===== src/rtl/load_request_sequencer.sv =====
// Load request sequencer: accepts one load at a time, issues a word read,
// waits for memory (with timeout) and hands the raw word to the aligner.
//
// Ports
//   clk, rst            clock, synchronous active-high reset
//   req_valid/ready     load request handshake
//   req_addr, req_op    byte address and load type of the request
//   mem_valid/mem_addr  word-aligned read request to memory
//   mem_ready/mem_rdata read completion and data from memory
//   rsp_valid/ready     response handshake toward the aligner
//   rsp_data            raw captured word (zero on fault/misaligned)
//   rsp_offset, rsp_op  byte offset and load type of the request
//   rsp_misaligned      misaligned address or illegal op
//   rsp_fault           memory did not answer within TIMEOUT_CYCLES

`ifndef LOAD_OP_WIDTH
`define LOAD_OP_WIDTH 3
`define LOAD_OP_LB  3'b000
`define LOAD_OP_LH  3'b001
`define LOAD_OP_LW  3'b010
`define LOAD_OP_LBU 3'b100
`define LOAD_OP_LHU 3'b101
`endif

module load_request_sequencer #(
  parameter int unsigned TIMEOUT_CYCLES = 255
) (
  input  logic                      clk,
  input  logic                      rst,
  input  logic                      req_valid,
  output logic                      req_ready,
  input  logic [31:0]               req_addr,
  input  logic [`LOAD_OP_WIDTH-1:0] req_op,
  output logic                      mem_valid,
  output logic [31:0]               mem_addr,
  input  logic                      mem_ready,
  input  logic [31:0]               mem_rdata,
  output logic                      rsp_valid,
  input  logic                      rsp_ready,
  output logic [31:0]               rsp_data,
  output logic [1:0]                rsp_offset,
  output logic [`LOAD_OP_WIDTH-1:0] rsp_op,
  output logic                      rsp_misaligned,
  output logic                      rsp_fault
);

  typedef enum logic [1:0] {
    S_IDLE,
    S_MEM,
    S_RSP
  } state_t;

  localparam logic [15:0] TMO = TIMEOUT_CYCLES[15:0];

  state_t                    r_state;
  state_t                    w_next;
  logic [15:0]               r_cnt;
  logic [31:0]               r_mem_addr;
  logic [31:0]               r_data;
  logic [1:0]                r_offset;
  logic [`LOAD_OP_WIDTH-1:0] r_op;
  logic                      r_misal;
  logic                      r_fault;

  logic w_accept;
  logic w_misal;
  logic w_timeout;

  assign w_accept  = (r_state == S_IDLE) && req_valid;
  assign w_timeout = (r_cnt == TMO);

  // Illegal op codes are reported as misaligned.
  always_comb begin
    w_misal = 1'b1;
    unique case (req_op)
      `LOAD_OP_LB,
      `LOAD_OP_LBU: w_misal = 1'b0;
      `LOAD_OP_LH,
      `LOAD_OP_LHU: w_misal = req_addr[0];
      `LOAD_OP_LW:  w_misal = |req_addr[1:0];
      default:      w_misal = 1'b1;
    endcase
  end

  always_ff @(posedge clk) begin
    if (rst) begin
      r_state <= S_IDLE;
    end else begin
      r_state <= w_next;
    end
  end

  always_comb begin
    w_next = r_state;
    unique case (r_state)
      S_IDLE: begin
        if (w_accept) begin
          w_next = w_misal ? S_RSP : S_MEM;
        end
      end
      S_MEM: begin
        if (mem_ready || w_timeout) begin
          w_next = S_RSP;
        end
      end
      S_RSP: begin
        if (rsp_ready) begin
          w_next = S_IDLE;
        end
      end
      default: w_next = S_IDLE;
    endcase
  end

  always_ff @(posedge clk) begin
    if (rst) begin
      r_cnt      <= '0;
      r_mem_addr <= '0;
      r_data     <= '0;
      r_offset   <= '0;
      r_op       <= '0;
      r_misal    <= 1'b0;
      r_fault    <= 1'b0;
    end else begin
      unique case (r_state)
        S_IDLE: begin
          if (w_accept) begin
            r_cnt      <= '0;
            r_mem_addr <= {req_addr[31:2], 2'b00};
            r_data     <= '0;
            r_offset   <= req_addr[1:0];
            r_op       <= req_op;
            r_misal    <= w_misal;
            r_fault    <= 1'b0;
          end
        end
        S_MEM: begin
          // A completing read beats a timeout in the same cycle.
          if (mem_ready) begin
            r_data <= mem_rdata;
          end else if (w_timeout) begin
            r_fault <= 1'b1;
          end else begin
            r_cnt <= r_cnt + 16'd1;
          end
        end
        default: begin
        end
      endcase
    end
  end

  assign req_ready      = (r_state == S_IDLE);
  assign mem_valid      = (r_state == S_MEM);
  assign mem_addr       = r_mem_addr;
  assign rsp_valid      = (r_state == S_RSP);
  assign rsp_data       = r_data;
  assign rsp_offset     = r_offset;
  assign rsp_op         = r_op;
  assign rsp_misaligned = r_misal;
  assign rsp_fault      = r_fault;

endmodule


===== config.mk =====
export PLATFORM = sky130hd
export DESIGN_NAME = load_request_sequencer
export DESIGN_NICKNAME = d
export VERILOG_FILES = /design/src/rtl/load_request_sequencer.sv
export SDC_FILE = /design/constraint.sdc
export NUM_CORES = 1
export LEC_CHECK = 0
export ABC_CLOCK_PERIOD_IN_PS = 1700
export BUFFER_PORTS_ARGS = -buffer_cell sky130_fd_sc_hd__buf_2
export CAP_MARGIN = 0
export CORE_MARGIN = 10
export CORE_UTILIZATION = 35
export CTS_BUF_LIST = sky130_fd_sc_hd__clkbuf_4
export DETAILED_ROUTE_END_ITERATION = 8
export GPL_ROUTABILITY_DRIVEN = 0
export MAX_ROUTING_LAYER = met4
export RECOVER_POWER = 25
export SYNTH_ARGS = -nofsm -noshare
export SYNTH_HDL_FRONTEND = slang
export SYNTH_SLANG_ARGS = --single-unit

===== constraint.sdc =====
create_clock -name clk -period 1.7 [get_ports clk]
set_input_delay 0.085 -clock clk [delete_from_list [all_inputs] [get_ports clk]]
set_output_delay 0.085 -clock clk [all_outputs]
set_load 0.05 [all_outputs]

==> parameters.txt <==
Parameter                              Value

Worst setup path
  CP Class ... reg2reg
  Worst setup path startpoint ... r_cnt[0]
  Setup slack of the worst register-to-register path ... 60 ps
  Critical Path End Type ... register
  Logic depth of the worst register-to-register path ... 5
  Data required, critical path ... about 2100 ps
  Chain of cells forming the critical path ... ha_1 > and4_1 > and4_4 > or4_1 > a21oi_1
  Capture point of the critical path ... r_cnt[4]
  Type of element launching the critical path ... register
  Critical register-to-register path endpoint ... r_cnt[4]
  Critical Path Fanout Max ... 7
  Worst r2r src ... r_cnt[0]
  Slowest-stage cell, CP ... sky130_fd_sc_hd__or4_1
  Critical path data arrival time ... roughly 2000 ps
  Maximum single-stage delay on the critical path ... 510 ps

Layout
  Multi-input gate area in the final layout ... 1620 um^2
  Commonest cells after routing, fill and taps aside ... sky130_fd_sc_hd__nand2_1, sky130_fd_sc_hd__buf_2, sky130_fd_sc_hd__dfxtp_1, sky130_fd_sc_hd__a21oi_1, sky130_fd_sc_hd__dlygate4sd3_1
  Net count, final ... 728
  Non-Filler Cell Area, Final ... 5330 um^2
  Filler Cells Inserted ... approximately 900
  Post-layout utilization of the core ... a little over half
  Cell Count, Final, Fillers Out ... 793
  Post-synthesis to final-layout area growth ... 53.6%
  Area taken by flip-flops and latches ... between 1500 and 2000 um^2
  Most common cell after layout, fill and taps aside ... sky130_fd_sc_hd__nand2_1
  Fraction of layout cells with a size suffix above 1 ... 25.8%

Route
  Number of routed nets with antenna violations ... 0
  Post-route DRC violation count ... 0
  Via density per instance ... ~5
  Routed via count ... 3,947
  1st-iter DRT viols ... 213
  Post-detailed-routing wire length ... around 12 mm
  Length of the first detailed-routing pass in iterations ... 4
  Post-detailed-route wirelength per cell ... 15.5 um

STA
  Unrepaired setup endpoints after global routing ... no
  Portion of the clock cycle consumed by the worst path in the final layout ... 96.7%
  Worst Max-Slew Pin Slew ... 686 ps
  Number of endpoints failing setup at the final stage ... 0
  Min Hold Slack ... approximately 140 ps
  Tmin final ... between 1500 and 2000 ps
  Max-slew violations ... 0
  Headroom to the max-slew limit ... a little over half
  Final clock skew ... between 15 and 20 ps
  Number of hold-slack violations in the final timing report ... 0
  F_max ... 608 MHz

Global routing
  Global-route wire length before repair ... 19.5 mm
  Met2 demand-to-capacity share in global routing ... a little over a quarter
  Remaining global-route overflow ... 0
  Initial antenna violation count ... 1
  Vias in the first global route ... 3,870
  Peak-usage layer in the global routing report ... met2
  Largest net degree at the start of global routing ... 43
  Total track usage ... 16.9%
  Global routing met3 resource utilization ... 6.00%
  Met1 capacity usage during global routing ... 19.4%

Power and ir drop
  Net switching power ... 1.34 mW
  Switching part of the total power ... 32.8%
  Portion of total power attributed to the clock network ... a little under a quarter
  Areal power density over the cells ... 770 nW/um^2
  Internal power component ... 2.76 mW
  Share of power burned in registers ... a little over half
  Combinational power share ... about a quarter
  Leakage power total ... between 2 and 2.5 nW
  Worst ir drop on vdd ... about 0.00053 V

Synthesis
  Mapped Cells ... between 400 and 500
  Count of cell types in the netlist ... 39
  Total number of yosys warnings ... 0
  Seq cells post-synth ... 87
  Per-instance average area after synthesis ... 7.98 um^2
  Post-synthesis instance area ... 3470 um^2
  Dominant synthesized flop cell ... sky130_fd_sc_hd__dfxtp_1
  Share of synthesized area occupied by flip-flops and latches ... 50.2%
  Ys async rst share ... 0%
  Number of synthesized flops with an enable pin ... 0

Placement
  Total cell area at the placement stage ... 4470 um^2
  Total instance count after detailed placement ... 705
  Post-DP HPWL ... 8.19 mm
  Number of port buffers ... 143

Flow run
  Number of max-cap violations ... 0

Die
  Die H ... 120 um
  Total number of placement rows ... 36
  # IOs ... around 150
  Placeable core area ... approximately 10000 um^2
  Die Width ... 120 um
  Effective utilization at floorplan ... 35.7%
  Die area ... 14,300 um^2

Min path
  Hold crit path type ... in2reg

Clocking
  Max Buffers Root-to-Sink ... 2
  H-Tree Depth ... 3
  Insertion delay to the later sink of the worst-skew pair ... 430 ps
  CTS tree ... yes
  Root buf cell ... sky130_fd_sc_hd__clkbuf_4
  Clock edge transition at the registers on the reported setup and hold paths ... 120 ps
  Clock buffers created by TritonCTS ... 9
  Total number of clock tree sinks ... 87

Status
  Status ... finished clean
[sequential cells by signal, indices dropped and copies added (netlist names)]
register and flops:
rsp_data 32, mem_addr 30, r_cnt 16, rsp_op 3, r_state 2, rsp_offset 2
rsp_fault 1, rsp_misaligned 1
[metrics by stage]
stage                     TNS (ps)  setup slack (ps)  power (mW)
after floorplan                  0              13.6        2.77
after global placement           0              46.4        3.05
after detailed placement     -42.4             -25.0        3.06
after CTS                        0              12.7        4.15
after global routing             0              1.32        4.35
final                            0              56.2        4.11
[final cells by class]
class,instances,area share (%)
multi-input cells,311,30.5
flip-flops and latches,87,32.8
clock inverters,5,0.493
inverters,2,0.235
well taps,133,3.12
clock buffers,10,1.41
repair buffers,244,31.4
diodes,1,0.0469
[cell usage after synthesis, types with 3 or more instances]
| library cell | n | area, um^2 |
|---|---|---|
| sky130_fd_sc_hd__nand3_1 | 36 | 180 |
| sky130_fd_sc_hd__dfxtp_1 | 87 | 1740 |
| sky130_fd_sc_hd__and3_1 | 4 | 25.0 |
| sky130_fd_sc_hd__clkbuf_1 | 18 | 67.6 |
| sky130_fd_sc_hd__buf_2 | 14 | 70.1 |
| sky130_fd_sc_hd__o31ai_1 | 6 | 45.0 |
| sky130_fd_sc_hd__nand2b_1 | 3 | 18.8 |
| sky130_fd_sc_hd__a31oi_1 | 6 | 37.5 |
| sky130_fd_sc_hd__buf_4 | 4 | 30.0 |
| sky130_fd_sc_hd__o21ai_0 | 8 | 40.0 |
| sky130_fd_sc_hd__nor2_1 | 7 | 26.3 |
| sky130_fd_sc_hd__nand2_1 | 114 | 428 |
| sky130_fd_sc_hd__a21oi_1 | 81 | 405 |
| sky130_fd_sc_hd__a211oi_1 | 3 | 22.5 |
| sky130_fd_sc_hd__nand4_1 | 5 | 31.3 |
| sky130_fd_sc_hd__nor4_1 | 3 | 18.8 |
| sky130_fd_sc_hd__or4_1 | 7 | 52.6 |
[logic make-up (layout without fill, tap and decap cells)]
kind of cell    after synthesis  in the layout  share of synthesized area (%)
fa+ha+maj                     1              1                          0.360
flops                        87             87                           50.2
buf+inv                      38            261                           5.05
compound gates              113            113                           18.0
simple gates                195            195                           26.3
other cells                   1              3                          0.108
[critical path, delay by kind of cell, from the launching register on]
| family | cells | cell delay [ps] |
|---|---|---|
| AOI/OAI and AO/OA | 1 | 130 |
| adders and majority gates | 1 | 200 |
| DFF | 1 | 340 |
| and+or+nand+nor | 3 | 900 |
[metal layers]
layer	vias up	share of wire, %
met5	-	0
met3	21	7.9
met1	1831	42
li1	1945	-
met2	150	48
met4	0	2.0
[repair_timing]
action | CTS | global route
cloned | 0 | 1
pin swaps | 0 | 6
setup buffers | 0 | 2
hold endpoints to repair | 68 | 2
setup endpoints to repair | 7 | 16
hold buffers | 68 | 1
gates resized for setup | 10 | 16
[power groups by stage]
stage / clock, mW / combinational, mW / sequential [mW]
6_report: 0.949 / 0.995 / 2.16
5_1_grt: 1.11 / 1.07 / 2.17
4_1_cts: 0.998 / 0.991 / 2.16
3_5_place_dp: 0 / 0.862 / 2.20
3_3_place_gp: 0 / 0.853 / 2.20
2_1_floorplan: 0 / 0.308 / 2.46
[worst min path at each step]
stage | slack [ps] | cells after the start | startpoint | end
2_1_floorplan | 220 | 2 | req_addr[2] | mem_addr[2]
3_3_place_gp | 320 | 3 | req_addr[12] | mem_addr[12]
3_5_place_dp | 330 | 3 | req_addr[12] | mem_addr[12]
4_1_cts | 10 | 2 | rst | rsp_data[6]
5_1_grt | 100 | 4 | req_valid | r_state[1]
6_report | 140 | 4 | req_valid | r_state[1]
(Power assumes the default switching activity.)
